**src/rtl/inst_loader.sv**
```systemverilog
// Instruction-memory loader: streams len host bytes into memory, verifies an XOR
// trailer, then releases the core from reset. Any failure leaves the core held.
module inst_loader #(
  parameter int DEPTH = 16,
  localparam int AW = $clog2(DEPTH)
) (
  input  logic          clk,
  input  logic          rst,
  input  logic          start,
  input  logic [4:0]    len,
  input  logic          abort,
  input  logic          in_valid,
  input  logic [7:0]    in_data,
  output logic          in_ready,
  output logic          mem_wr_en,
  output logic [AW-1:0] mem_addr,
  output logic [7:0]    mem_wdata,
  output logic          core_rst,
  output logic          busy,
  output logic          done,
  output logic          err,
  output logic [7:0]    checksum
);

  typedef enum logic [1:0] {IDLE, LOAD, CHECK, RELEASE} state_e;

  state_e        state_q, state_d;
  logic [AW:0]   cnt_q, cnt_d;
  logic [4:0]    len_q, len_d;
  logic [7:0]    checksum_q, checksum_d;
  logic [AW-1:0] addr_q, addr_d;
  logic [7:0]    wdata_q, wdata_d;
  logic          err_q, err_d;
  logic          core_rst_q, core_rst_d;
  logic          wr_q, wr_d;
  logic          done_q, done_d;
  logic          busy_q, busy_d;
  logic          accept, len_ok, last_word;

  assign in_ready  = (state_q == LOAD || state_q == CHECK) && !abort;
  assign accept    = in_valid && in_ready;
  assign len_ok    = (len != 5'd0) && (int'(len) <= DEPTH);
  // The counter is one bit wider than the address so a full-depth load never wraps.
  assign last_word = (int'(cnt_q) + 1) == int'(len_q);

  always_comb begin
    state_d    = state_q;
    cnt_d      = cnt_q;
    len_d      = len_q;
    checksum_d = checksum_q;
    addr_d     = addr_q;
    wdata_d    = wdata_q;
    err_d      = err_q;
    core_rst_d = core_rst_q;
    wr_d       = 1'b0;
    done_d     = 1'b0;
    unique case (state_q)
      IDLE: begin
        if (start) begin
          if (len_ok) begin
            state_d    = LOAD;
            err_d      = 1'b0;
            checksum_d = 8'd0;
            cnt_d      = '0;
            core_rst_d = 1'b1;
            len_d      = len;
          end else begin
            err_d = 1'b1;
          end
        end
      end
      LOAD: begin
        if (abort) begin
          state_d    = IDLE;
          err_d      = 1'b1;
          core_rst_d = 1'b1;
        end else if (accept) begin
          wr_d       = 1'b1;
          addr_d     = cnt_q[AW-1:0];
          wdata_d    = in_data;
          checksum_d = checksum_q ^ in_data;
          cnt_d      = cnt_q + 1'b1;
          if (last_word) state_d = CHECK;
        end
      end
      CHECK: begin
        if (abort) begin
          state_d    = IDLE;
          err_d      = 1'b1;
          core_rst_d = 1'b1;
        end else if (accept) begin
          if (in_data == checksum_q) begin
            state_d    = RELEASE;
            done_d     = 1'b1;
            core_rst_d = 1'b0;
          end else begin
            state_d    = IDLE;
            err_d      = 1'b1;
            core_rst_d = 1'b1;
          end
        end
      end
      RELEASE: state_d = IDLE;
      default: state_d = IDLE;
    endcase
    busy_d = (state_d == LOAD) || (state_d == CHECK);
  end

  always_ff @(posedge clk) begin
    if (rst) begin
      state_q    <= IDLE;
      cnt_q      <= '0;
      len_q      <= 5'd0;
      checksum_q <= 8'd0;
      addr_q     <= '0;
      wdata_q    <= 8'd0;
      err_q      <= 1'b0;
      core_rst_q <= 1'b1;
      wr_q       <= 1'b0;
      done_q     <= 1'b0;
      busy_q     <= 1'b0;
    end else begin
      state_q    <= state_d;
      cnt_q      <= cnt_d;
      len_q      <= len_d;
      checksum_q <= checksum_d;
      addr_q     <= addr_d;
      wdata_q    <= wdata_d;
      err_q      <= err_d;
      core_rst_q <= core_rst_d;
      wr_q       <= wr_d;
      done_q     <= done_d;
      busy_q     <= busy_d;
    end
  end

  assign mem_wr_en = wr_q;
  assign mem_addr  = addr_q;
  assign mem_wdata = wdata_q;
  assign core_rst  = core_rst_q;
  assign busy      = busy_q;
  assign done      = done_q;
  assign err       = err_q;
  assign checksum  = checksum_q;

endmodule

```
**config.mk**
```make
export PLATFORM = sky130hd
export DESIGN_NAME = inst_loader
export DESIGN_NICKNAME = d
export VERILOG_FILES = /design/src/rtl/inst_loader.sv
export SDC_FILE = /design/constraint.sdc
export NUM_CORES = 1
export LEC_CHECK = 0
export CORE_MARGIN = 2
export CORE_UTILIZATION = 40
export CTS_BUF_LIST = sky130_fd_sc_hd__clkbuf_4
export DETAILED_ROUTE_END_ITERATION = 7
export DONT_BUFFER_PORTS = 1
export PLACE_DENSITY = 0.65
export SYNTH_ARGS = -nofsm -noshare
export SYNTH_HDL_FRONTEND = slang
export SYNTH_SLANG_ARGS = --single-unit
```
**constraint.sdc**
```tcl
create_clock -name clk -period 5.2 [get_ports clk]
set_input_delay 0.78 -clock clk [delete_from_list [all_inputs] [get_ports clk]]
set_output_delay 0.78 -clock clk [all_outputs]
set_load 0.1 [all_outputs]
```
; Yosys cells after proc, flatten, opt, wreduce, memory -nomap -nowiden
; Cells that the tools add are included.
; Widths: inputs -> output; s select.
[word_totals]
register_bits = 37
output_inout_bits = 26
input_bits = 18
[op_classes]
bitwise = 5
muxes = 34
reduce_logical = 17
add_sub_neg = 2
n_lt_le_gt_ge = 1
eq_ne = 14
[op_table]
columns = op, count
row1 = $mux 8, 4
row2 = $mux 5, 4
row3 = $mux 2, 8
row4 = $pmux 8 s2, 1
row5 = $reduce_and 5->1, 3
row6 = $mux 1, 13
row7 = $ne 2x2->1 const B, 5
row8 = $pmux 5 s2, 1
row9 = $eq 8x8->1, 1
row10 = $pmux 2 s4, 1
row11 = $xor 8x8->8, 1
row12 = $add 5x1->6 const B, 1
row13 = $eq 2x2->1 const B, 3
row14 = $eq 6x5->1, 1
row15 = $ne 3x3->1 const B, 2
row16 = $pmux 1 s3, 2
row17 = $reduce_and 3->1, 2
row18 = $add 5x1->5 const B, 1
row19 = $le 5x5->1 const B, 1
row20 = $reduce_bool 5->1, 1
row21 = $eq 2x1->1 const B, 2
row22 = $not 1->1, 4
row23 = $reduce_or 4->1, 1
row24 = $logic_and 1x1->1, 3
row25 = other kinds (6), 7

; Depth between registers and ports, before layout
[depth]
depth_word = 9
depth_mapped = 9
mapped_depth_nobuf = 8

; Worst setup path after synthesis
; OpenSTA, ideal clock, no wires.
[synth_timing]
path_type = in2out
from = input abort
to = output in_ready
arrival_time_ns = 1.545
stages = 1
required_ns = 4.420
setup_slack_ns = 2.875
path_cell_list = and2b_1
[synth_via]
elab_chain_cells = 2
[synth_lines]
columns = element, line_no
row1 = from (decl), 11  ; input logic abort,
row2 = $logic_not 1->1, 40  ; assign in_ready = (state_q == LOAD || state_q == CHECK) && !abort;
row3 = $logic_and 1x1->1, 40
row4 = to (decl), 14  ; output logic in_ready,
; No other way between the ends.

; Final worst setup path
[layout_timing]
from = register state_q[0]
to = output in_ready
[layout_via]
elab_chain_cells = 3
word_cells_on_any_way = 4
[layout_lines]
columns = element, line_no
row1 = from (decl), 27  ; state_e state_q, state_d;
row2 = from (signal assigned), 123  ; state_q <= state_d;
row3 = $eq 2x1->1 / $eq 2x2->1 (equally long branches), 40
row4 = $logic_or 1x1->1 *, 40
row5 = $logic_and 1x1->1 *, 40
; Mark *: on every way between the ends. The rest lies on a longest branch, timed or not.

==> impl_metrics.ini <==
[critical_path]
crit_arrival_ns = 2.02
critPathKind = reg -> out
worstPathRequired_ns = 4.42
cp-end-kind = output pin
crit_fanout = 5
start_kind = flip-flop

[global_route]
grt_pass1_wl_um = 6960
grt_max_degree = 38
grt_pass1_vias = 1470
grtUsageTotal_pct = 17.0
grt_overflow = 0
antenna_found_initial = 0

[final_layout]
num_antenna_cells = 0
num-fill-cells = 456
seqCellArea_um2 = 741
layout_commonest_cell = dfxtp_1
multiInputGateArea_mm2 = 0.00107
layout_common_cells = dfxtp_1 (37), nand2_1 (31), a21oi_1 (29), nor2_1 (19)
drive_gt1_share_pct = 7.66
syn_to_final_growth_pct = 5.40
finish.net_count = 244

[synthesis]
ys_seq_area_share_pct = 39.4
synth_ff_type = dfxtp_1
ys_seq_elements = 37
ys_types = 44
yosysWarningCount = 0
syn_avg_cell_area_um2 = 8.42
ys_async_sr_fraction_pct = 0
syn_inst = 223
synth_nets = 246
netlist_area_mm2 = 0.00188
synth_largest_area_cell = dfxtp_1
synth.area.top_cells = dfxtp_1 (39%), a21oi_1 (7.7%), nand2_1 (6.2%), xnor2_1 (5.1%), nand3b_1 (4.4%)
synth_edf_count = 0
synth_top_area_share_pct = 39.4

[place]
gp_congestion = 0.795
place_ws_ns = 2.53
io_buffers = 0
hpwl_um = 3000

[routing]
avgRoutedWirePerCell_um = 15.6
drt-vias-per-instance = 5.64
drc_errors = 0
wl_um = 4260
drt_iter0_drc = 93
antenna_left = 0
vias = 1546
dr.pass1.iters = 4

[cts]
cts_sinks = 37
cts_setup_buffers = 0
numCtsBuffers = 5
clkTransAtPathRegs_ns = 0.12
h-tree-depth = 2
hold_buffers = 0
clock_path_buffers = 2
post_cts.resized_instances = 0
cts_tree = yes
clk_latency_ns = 0.35
root_buffer = clkbuf_4

[sta]
max_freq_ghz = 0.357
max_slew.worst_pin.slew_ns = 1.04
timing.final.hold_violations = 0
setup_violations = 0
post-route-min-period_ns = 2.80
fin_skew_ns = 0.00858
slew_headroom_pct = 30.3
rsz0062_at_grt = no
fin_tns_setup_ns = 0
period_share_pct = 53.8
slew_viol_final = 0
fin_ws_ns = 2.40

[power]
peakVddDrop_uv = 143
p_leak_nw = 0.672
power_density_mw_per_mm2 = 319

[job]
maxCapViolCount = 0

[floorplan]
ios = 44
dieArea_mm2 = 0.00526
die_x_um = 72.5
num_rows = 24
fp.dieH_um = 72.5
design.core.area_mm2 = 0.00444
initial_core_util_pct = 42.3

[run_status]
status = completed

[min_path]
hold_path_class = in -> reg
per-layer routing:
layer	routed length (µm)	track usage, %	vias to the layer above
met2	2030	26.6	31
li1	-	-	777
met5	0	0	-
met1	1920	21.3	730
met3	229	5.83	8
met4	80	7.00	0
state kept, by name, summed over array words and instances (netlist names):
name	flops
checksum	8
mem_wdata	8
cnt_q	5
len_q	5
mem_addr	4
state_q	2
busy	1
core_rst	1
done	1
err	1
mem_wr_en	1
critical path, stage by stage, from the launching register on:
cell     delay (ns)
dfxtp_1        0.44
inv_1          0.09
ha_1           0.37
and2b_1        0.77
kinds of logic after synthesis:
| family | share of synthesized area [%] |
|---|---|
| simple gates | 24.8 |
| xor+xnor | 6.53 |
| fa+ha+maj | 3.33 |
| flops | 39.4 |
| mux | 3.20 |
| buf+inv | 3.66 |
| compound gates | 19.1 |
worst paths after layout:
check                           slack (ns)  startpoint  depth (start not counted)           to
worst max-delay path                  2.40  state_q[0]                          3     in_ready
worst min-delay path                  0.48         rst                          1  checksum[4]
worst max register to register        2.47  state_q[0]                          6  checksum[7]
worst min register to register        0.53    cnt_q[4]                          2     cnt_q[4]
cell usage after synthesis, types with 2 or more instances:
library cell / n
and2b_1: 2
nand2_1: 31
nand4_1: 3
a31oi_1: 2
a21oi_1: 29
clkbuf_1: 6
o21ai_1: 9
dfxtp_1: 37
o21ai_0: 7
xor2_1: 3
inv_1: 5
nor4_1: 2
nor2b_2: 2
a211o_1: 2
nor2_1: 19
nand3_1: 4
nor3_1: 4
ha_1: 5
xnor2_1: 11
mux2i_1: 6
nand3b_1: 11
metrics by stage:
stage / cell area (µm²) / hold slack, ns / std cells / util [%] / total power [mW]
final: 1980 / 0.477 / 274 / 44.5 / 0.631
after global routing: 1980 / 0.443 / 274 / 44.5 / 0.661
after CTS: 1980 / 0.467 / 274 / 44.5 / 0.637
after detailed placement: 1900 / 0.515 / 266 / 42.8 / 0.434
after global placement: 1900 / 0.505 / 266 / 42.8 / 0.434
after floorplan: 1880 / 0.481 / 223 / - / 0.422
report_power, final:
| part | switching (mW) | internal, mW |
|---|---|---|
| clock network | 0.103 | 0.0995 |
| logic | 0.0609 | 0.0303 |
| registers | 0.0450 | 0.293 |
| total | 0.209 | 0.423 |
final cells by class:
| cell class | instances | area share, % |
|---|---|---|
| clock inverter | 3 | 2.09 |
| sequential | 37 | 37.4 |
| multi-input combinational | 171 | 54.0 |
| tap | 52 | 3.29 |
| inverter | 5 | 0.948 |
| timing repair buffer | 1 | 0.379 |
| clock buffer | 5 | 1.90 |
(Power assumes the default switching activity.)
